[config.mk]
export PLATFORM = sky130hd
export DESIGN_NAME = alu_pipe
export DESIGN_NICKNAME = d
export VERILOG_FILES = /design/src/rtl/alu_pipe.sv
export SDC_FILE = /design/constraint.sdc
export NUM_CORES = 1
export LEC_CHECK = 0
export BUFFER_PORTS_ARGS = -buffer_cell sky130_fd_sc_hd__buf_4
export CAP_MARGIN = 40
export CORE_MARGIN = 10
export CORE_UTILIZATION = 46
export DETAILED_ROUTE_END_ITERATION = 10
export PLACE_DENSITY = 0.69
export SLEW_MARGIN = 20
export SYNTH_ARGS = -nofsm -noshare
export SYNTH_HDL_FRONTEND = slang
export SYNTH_SLANG_ARGS = --single-unit
export TNS_END_PERCENT = 50
[constraint.sdc]
create_clock -name clk -period 6.96 [get_ports clk]
set_clock_uncertainty 0.05 [all_clocks]
set_input_delay 1.044 -clock clk [delete_from_list [all_inputs] [get_ports clk]]
set_output_delay 1.044 -clock clk [all_outputs]
set_load 0.05 [all_outputs]
[src/rtl/alu_pipe.sv]
// Two-stage pipelined ALU with a valid/ready handshake on both sides.
// S1 captures operands; S2 holds the registered result, flags and status.
module alu_pipe #(
  parameter int unsigned WIDTH = 32,
  parameter int unsigned CNT_W = 16
) (
  input  logic             clk,
  input  logic             rst,
  input  logic             in_valid,
  output logic             in_ready,
  input  logic [WIDTH-1:0] x,
  input  logic [WIDTH-1:0] y,
  input  logic [2:0]       op,
  output logic             out_valid,
  input  logic             out_ready,
  output logic [WIDTH-1:0] z,
  output logic             equal,
  output logic             overflow,
  output logic             zero,
  output logic             illegal,
  output logic             sticky_ovf,
  input  logic             clr_sticky,
  output logic [CNT_W-1:0] ops_done
);

  localparam int unsigned SH_W = (WIDTH > 1) ? $clog2(WIDTH) : 1;
  localparam int unsigned MSB  = WIDTH - 1;

  logic             s1_valid_q;
  logic [WIDTH-1:0] s1_x_q;
  logic [WIDTH-1:0] s1_y_q;
  logic [2:0]       s1_op_q;

  logic             s2_valid_q;
  logic [WIDTH-1:0] z_q;
  logic             equal_q;
  logic             overflow_q;
  logic             zero_q;
  logic             illegal_q;
  logic             sticky_q;
  logic [CNT_W-1:0] cnt_q;

  logic             s2_load;
  logic             in_xfer;
  logic             out_xfer;
  logic [WIDTH-1:0] add_r;
  logic [WIDTH-1:0] sub_r;
  logic [SH_W-1:0]  sh_amt;
  logic             slt_r;
  logic [WIDTH-1:0] z_d;
  logic             overflow_d;
  logic             illegal_d;
  logic             equal_d;
  logic             zero_d;

  // S2 drains when the consumer takes its result, letting S1 move up in the same cycle.
  assign s2_load  = s1_valid_q && (!s2_valid_q || out_ready);
  assign in_ready = !s1_valid_q || s2_load;
  assign in_xfer  = in_valid && in_ready;
  assign out_xfer = s2_valid_q && out_ready;

  assign add_r  = s1_x_q + s1_y_q;
  assign sub_r  = s1_x_q - s1_y_q;
  assign sh_amt = s1_y_q[SH_W-1:0];
  assign slt_r  = $signed(s1_x_q) < $signed(s1_y_q);

  // Result and flags computed from the S1 operands.
  always_comb begin
    z_d        = '0;
    overflow_d = 1'b0;
    illegal_d  = 1'b0;
    case (s1_op_q)
      3'b000: z_d = s1_x_q & s1_y_q;
      3'b001: begin
        z_d        = add_r;
        overflow_d = (s1_x_q[MSB] == s1_y_q[MSB]) && (add_r[MSB] != s1_x_q[MSB]);
      end
      3'b010: begin
        z_d        = sub_r;
        overflow_d = (s1_x_q[MSB] != s1_y_q[MSB]) && (sub_r[MSB] != s1_x_q[MSB]);
      end
      3'b011: z_d = WIDTH'(slt_r);
      3'b100: z_d = s1_x_q >> sh_amt;
      3'b101: z_d = s1_x_q << sh_amt;
      3'b110: z_d = WIDTH'($signed(s1_x_q) >>> sh_amt);
      default: illegal_d = 1'b1;
    endcase
    equal_d = (s1_x_q == s1_y_q);
    zero_d  = (z_d == '0);
  end

  always_ff @(posedge clk) begin
    if (rst) begin
      s1_valid_q <= 1'b0;
      s1_x_q     <= '0;
      s1_y_q     <= '0;
      s1_op_q    <= '0;
      s2_valid_q <= 1'b0;
      z_q        <= '0;
      equal_q    <= 1'b0;
      overflow_q <= 1'b0;
      zero_q     <= 1'b0;
      illegal_q  <= 1'b0;
      sticky_q   <= 1'b0;
      cnt_q      <= '0;
    end else begin
      if (in_xfer) begin
        s1_valid_q <= 1'b1;
        s1_x_q     <= x;
        s1_y_q     <= y;
        s1_op_q    <= op;
      end else if (s2_load) begin
        s1_valid_q <= 1'b0;
      end

      if (s2_load) begin
        s2_valid_q <= 1'b1;
        z_q        <= z_d;
        equal_q    <= equal_d;
        overflow_q <= overflow_d;
        zero_q     <= zero_d;
        illegal_q  <= illegal_d;
      end else if (out_ready) begin
        s2_valid_q <= 1'b0;
      end

      // A set from an overflowing transfer takes priority over a clear.
      if (out_xfer && overflow_q) begin
        sticky_q <= 1'b1;
      end else if (clr_sticky) begin
        sticky_q <= 1'b0;
      end

      if (out_xfer) begin
        cnt_q <= cnt_q + CNT_W'(1);
      end
    end
  end

  assign out_valid  = s2_valid_q;
  assign z          = z_q;
  assign equal      = equal_q;
  assign overflow   = overflow_q;
  assign zero       = zero_q;
  assign illegal    = illegal_q;
  assign sticky_ovf = sticky_q;
  assign ops_done   = cnt_q;

endmodule
==> flow_summary.json <==
{
  "outcome": "finished, final reports clean",
  "post_cts_resized": 0,
  "io-pin-count": 127,
  "insertedDiodeCount": 0,
  "required_ns": 7.31,
  "place_hpwl_mm": 47.5,
  "htree_num_levels": 4,
  "place_area_um2": 14700,
  "drt_first_pass_iters": 7,
  "post_route_core_utilization_pct": 52.0,
  "finish.net_count": 2009,
  "gpl.final_weighted_congestion": 1.03,
  "initialDrtViolationCount": 2006,
  "final_layout_size_suffix_gt1_share_pct": 16.2,
  "clock.fmax_mhz": 189,
  "grt_pass1_wl_mm": 92.9,
  "synth-edff-count": 0,
  "drv_cap": 0,
  "netlist-cell-type-count": 95,
  "power.leakage_uw": 0.00611,
  "ant_nets": 0,
  "sequential_to_total_area_share_from_yosys_stat_pct": 17.8,
  "powerDensity_nw_per_um2": 181,
  "groute.usage.overall_pct": 33.1,
  "layout_cell_area_excl_fill_um2": 15400,
  "relSlewSlack_pct": 30.6,
  "dr_total_vias": 15400,
  "setup_repair_after_global_routing_missed_its_margin": "false",
  "cts_inserted_buffers": 17,
  "number_of_setup_buffers_added_after_cts": 0,
  "layout.filler_cells": 2930,
  "worstPathMaxFanout": 54,
  "asyncSetResetFlopFracSynth_pct": 0,
  "pre_cts_slack_ns": 1.75,
  "final_max_slew_viol_count": 0,
  "cts.path.max_buffers": 2,
  "clock_period_minus_worst_slack_ns": 5.30,
  "netlist_top_cells_area": "dfxtp_1 18%, mux4_2 8.7%, nand2_1 7.5%",
  "later_pin_clock_latency_in_the_skew_report_ns": 0.46,
  "timing.critical_path.arrival_ns": 5.65,
  "io_buffers": 126,
  "worst_ir_drop_vdd_uv": 197,
  "number_of_rows_created_at_floorplan": 63,
  "synth.largest_area_cell": "dfxtp_1",
  "drt-vias-per-instance": 6.77,
  "worst_slack_ns": 1.66,
  "antenna_found_initial": 1,
  "totalNegativeSetupSlack_ns": 0,
  "synth.most_common_cell": "nand2_1",
  "postSynthNetCount": 1994,
  "grt_overflow": 0,
  "core_um2": 29600,
  "cp-startpoint": "s1_y_q[1]$_SDFFE_PP0P_",
  "worst_setup_path_start_kind": "flip-flop",
  "tightestPinTransition_ns": 1.04,
  "report.final.hold_viol_count": 0,
  "setup.worst_path.end_class": "flip-flop",
  "initial_core_util_pct": 46.5,
  "clkSlewWorstSetupHoldPaths_ns": 0.07,
  "min-delay-path-class": "flip-flop to flip-flop",
  "hold_path_startpoint": "z[13]$_SDFFE_PP0P_",
  "synth-seq-cells": 122,
  "final-setup-viol-count": 0,
  "wl_per_cell_um": 27.7,
  "synth_flop_cell": "dfxtp_1",
  "type_of_the_worst_setup_path": "flip-flop to flip-flop",
  "totalPowerFinal_uw": 2780,
  "detail_route.wirelength_mm": 62.9,
  "syn2layout_area_growth_pct": 11.8,
  "synth.avg_cell_area_um2": 7.41,
  "cts_root_buffer": "clkbuf_16",
  "cts.sink_count": 122,
  "dieArea_um2": 37200,
  "first_global_vias": 14200,
  "r2r-start": "s1_y_q[1]$_SDFFE_PP0P_",
  "grt_start_max_net_pins": 84,
  "netlist_instances": 1854,
  "route.detailed.drc": 0,
  "syn-cell-area_um2": 13700,
  "dieHeight_um": 193,
  "die-width_um": 193,
  "ctsHoldBuffers": 0,
  "yosysWarnings": 0,
  "tcrit_tclk_final_pct": 76.2,
  "r2r_slack_ns": 1.66,
  "post-synth-top-area-fraction_pct": 17.8,
  "cts_tree": "built",
  "synthTopCellsByCount": "276 x nand2_1, 180 x nor2_1, 175 x a21oi_1"
}
## cell families after synthesis
logic type | synth area share (%)
buffers and inverters | 7.49
DFF | 17.8
and+or+nand+nor | 24.5
adders and majority gates | 6.30
xor gates and xnor gates | 1.15
AOI/OAI and AO/OA | 27.3
muxes | 15.5
## cells in the final DEF (no fill, tap or decap), types with 43 or more instances in the layout
master / count
nand2_1: 275
nor2_1: 178
a21oi_1: 175
buf_4: 154
dfxtp_1: 118
ha_1: 66
inv_1: 65
o21ai_0: 60
mux2i_1: 55
mux4_2: 53
nor3_1: 49
nand3_1: 43
## power by group
part	switching [uW]	internal (uW)	total [uW]	leakage [uW]
Clock	378	585	963	0.000289
Combinational	651	347	998	0.00482
Sequential	81.1	735	816	0.00100
## worst max-delay path: stages, from the launching register on
cell,delay [ns]
dfxtp_4,0.81
clkinv_1,0.61
ha_1,0.50
nand2b_1,0.14
a221oi_1,0.11
o211a_2,0.35
a211o_1,0.32
a21oi_1,0.56
mux2i_1,0.25
or4bb_1,0.57
a2111oi_2,0.37
nand3_1,0.12
nor3_1,0.30
a31o_1,0.18
## metrics by stage
stage	instances	hold WS, ns
global route	2272	0.444
floorplan	1854	0.403
global placement	2234	0.395
finish	2272	0.406
detailed placement	2235	0.398
CTS	2267	0.406
## final timing paths
path | cells past startpoint | end
max | 13 | zero$_SDFFE_PP0P_
min | 2 | z[13]$_SDFFE_PP0P_
max reg2reg | 13 | zero$_SDFFE_PP0P_
min reg2reg | 2 | z[13]$_SDFFE_PP0P_
## layout make-up
type,count,area [um^2],area share (%)
clock buffer,20,457,2.97
clock inverter,12,164,1.07
inverter,70,263,1.71
multi-input combinational,1498,10300,67.0
sequential,122,2450,16.0
tap,390,488,3.18
timing repair buffer,160,1240,8.09
## routing by layer
| layer | routed length (um) | track usage [%] | up-vias |
|---|---|---|---|
| li1 | - | - | 6905 |
| met4 | 2140 | 11.8 | 2 |
| met3 | 6570 | 8.37 | 133 |
| met2 | 26800 | 47.7 | 867 |
| met1 | 27400 | 46.5 | 7483 |
| met5 | 20 | 0 | - |
## state kept, by name, summed over array words and instances (netlist names)
signal / count
zero: 1
out_valid: 1
illegal: 1
overflow: 1
s1_y_q: 32
z: 32
sticky_ovf: 1
equal: 1
s1_x_q: 32
ops_done: 16
s1_op_q: 3
s1_valid_q: 1
(Power assumes the default switching activity.)
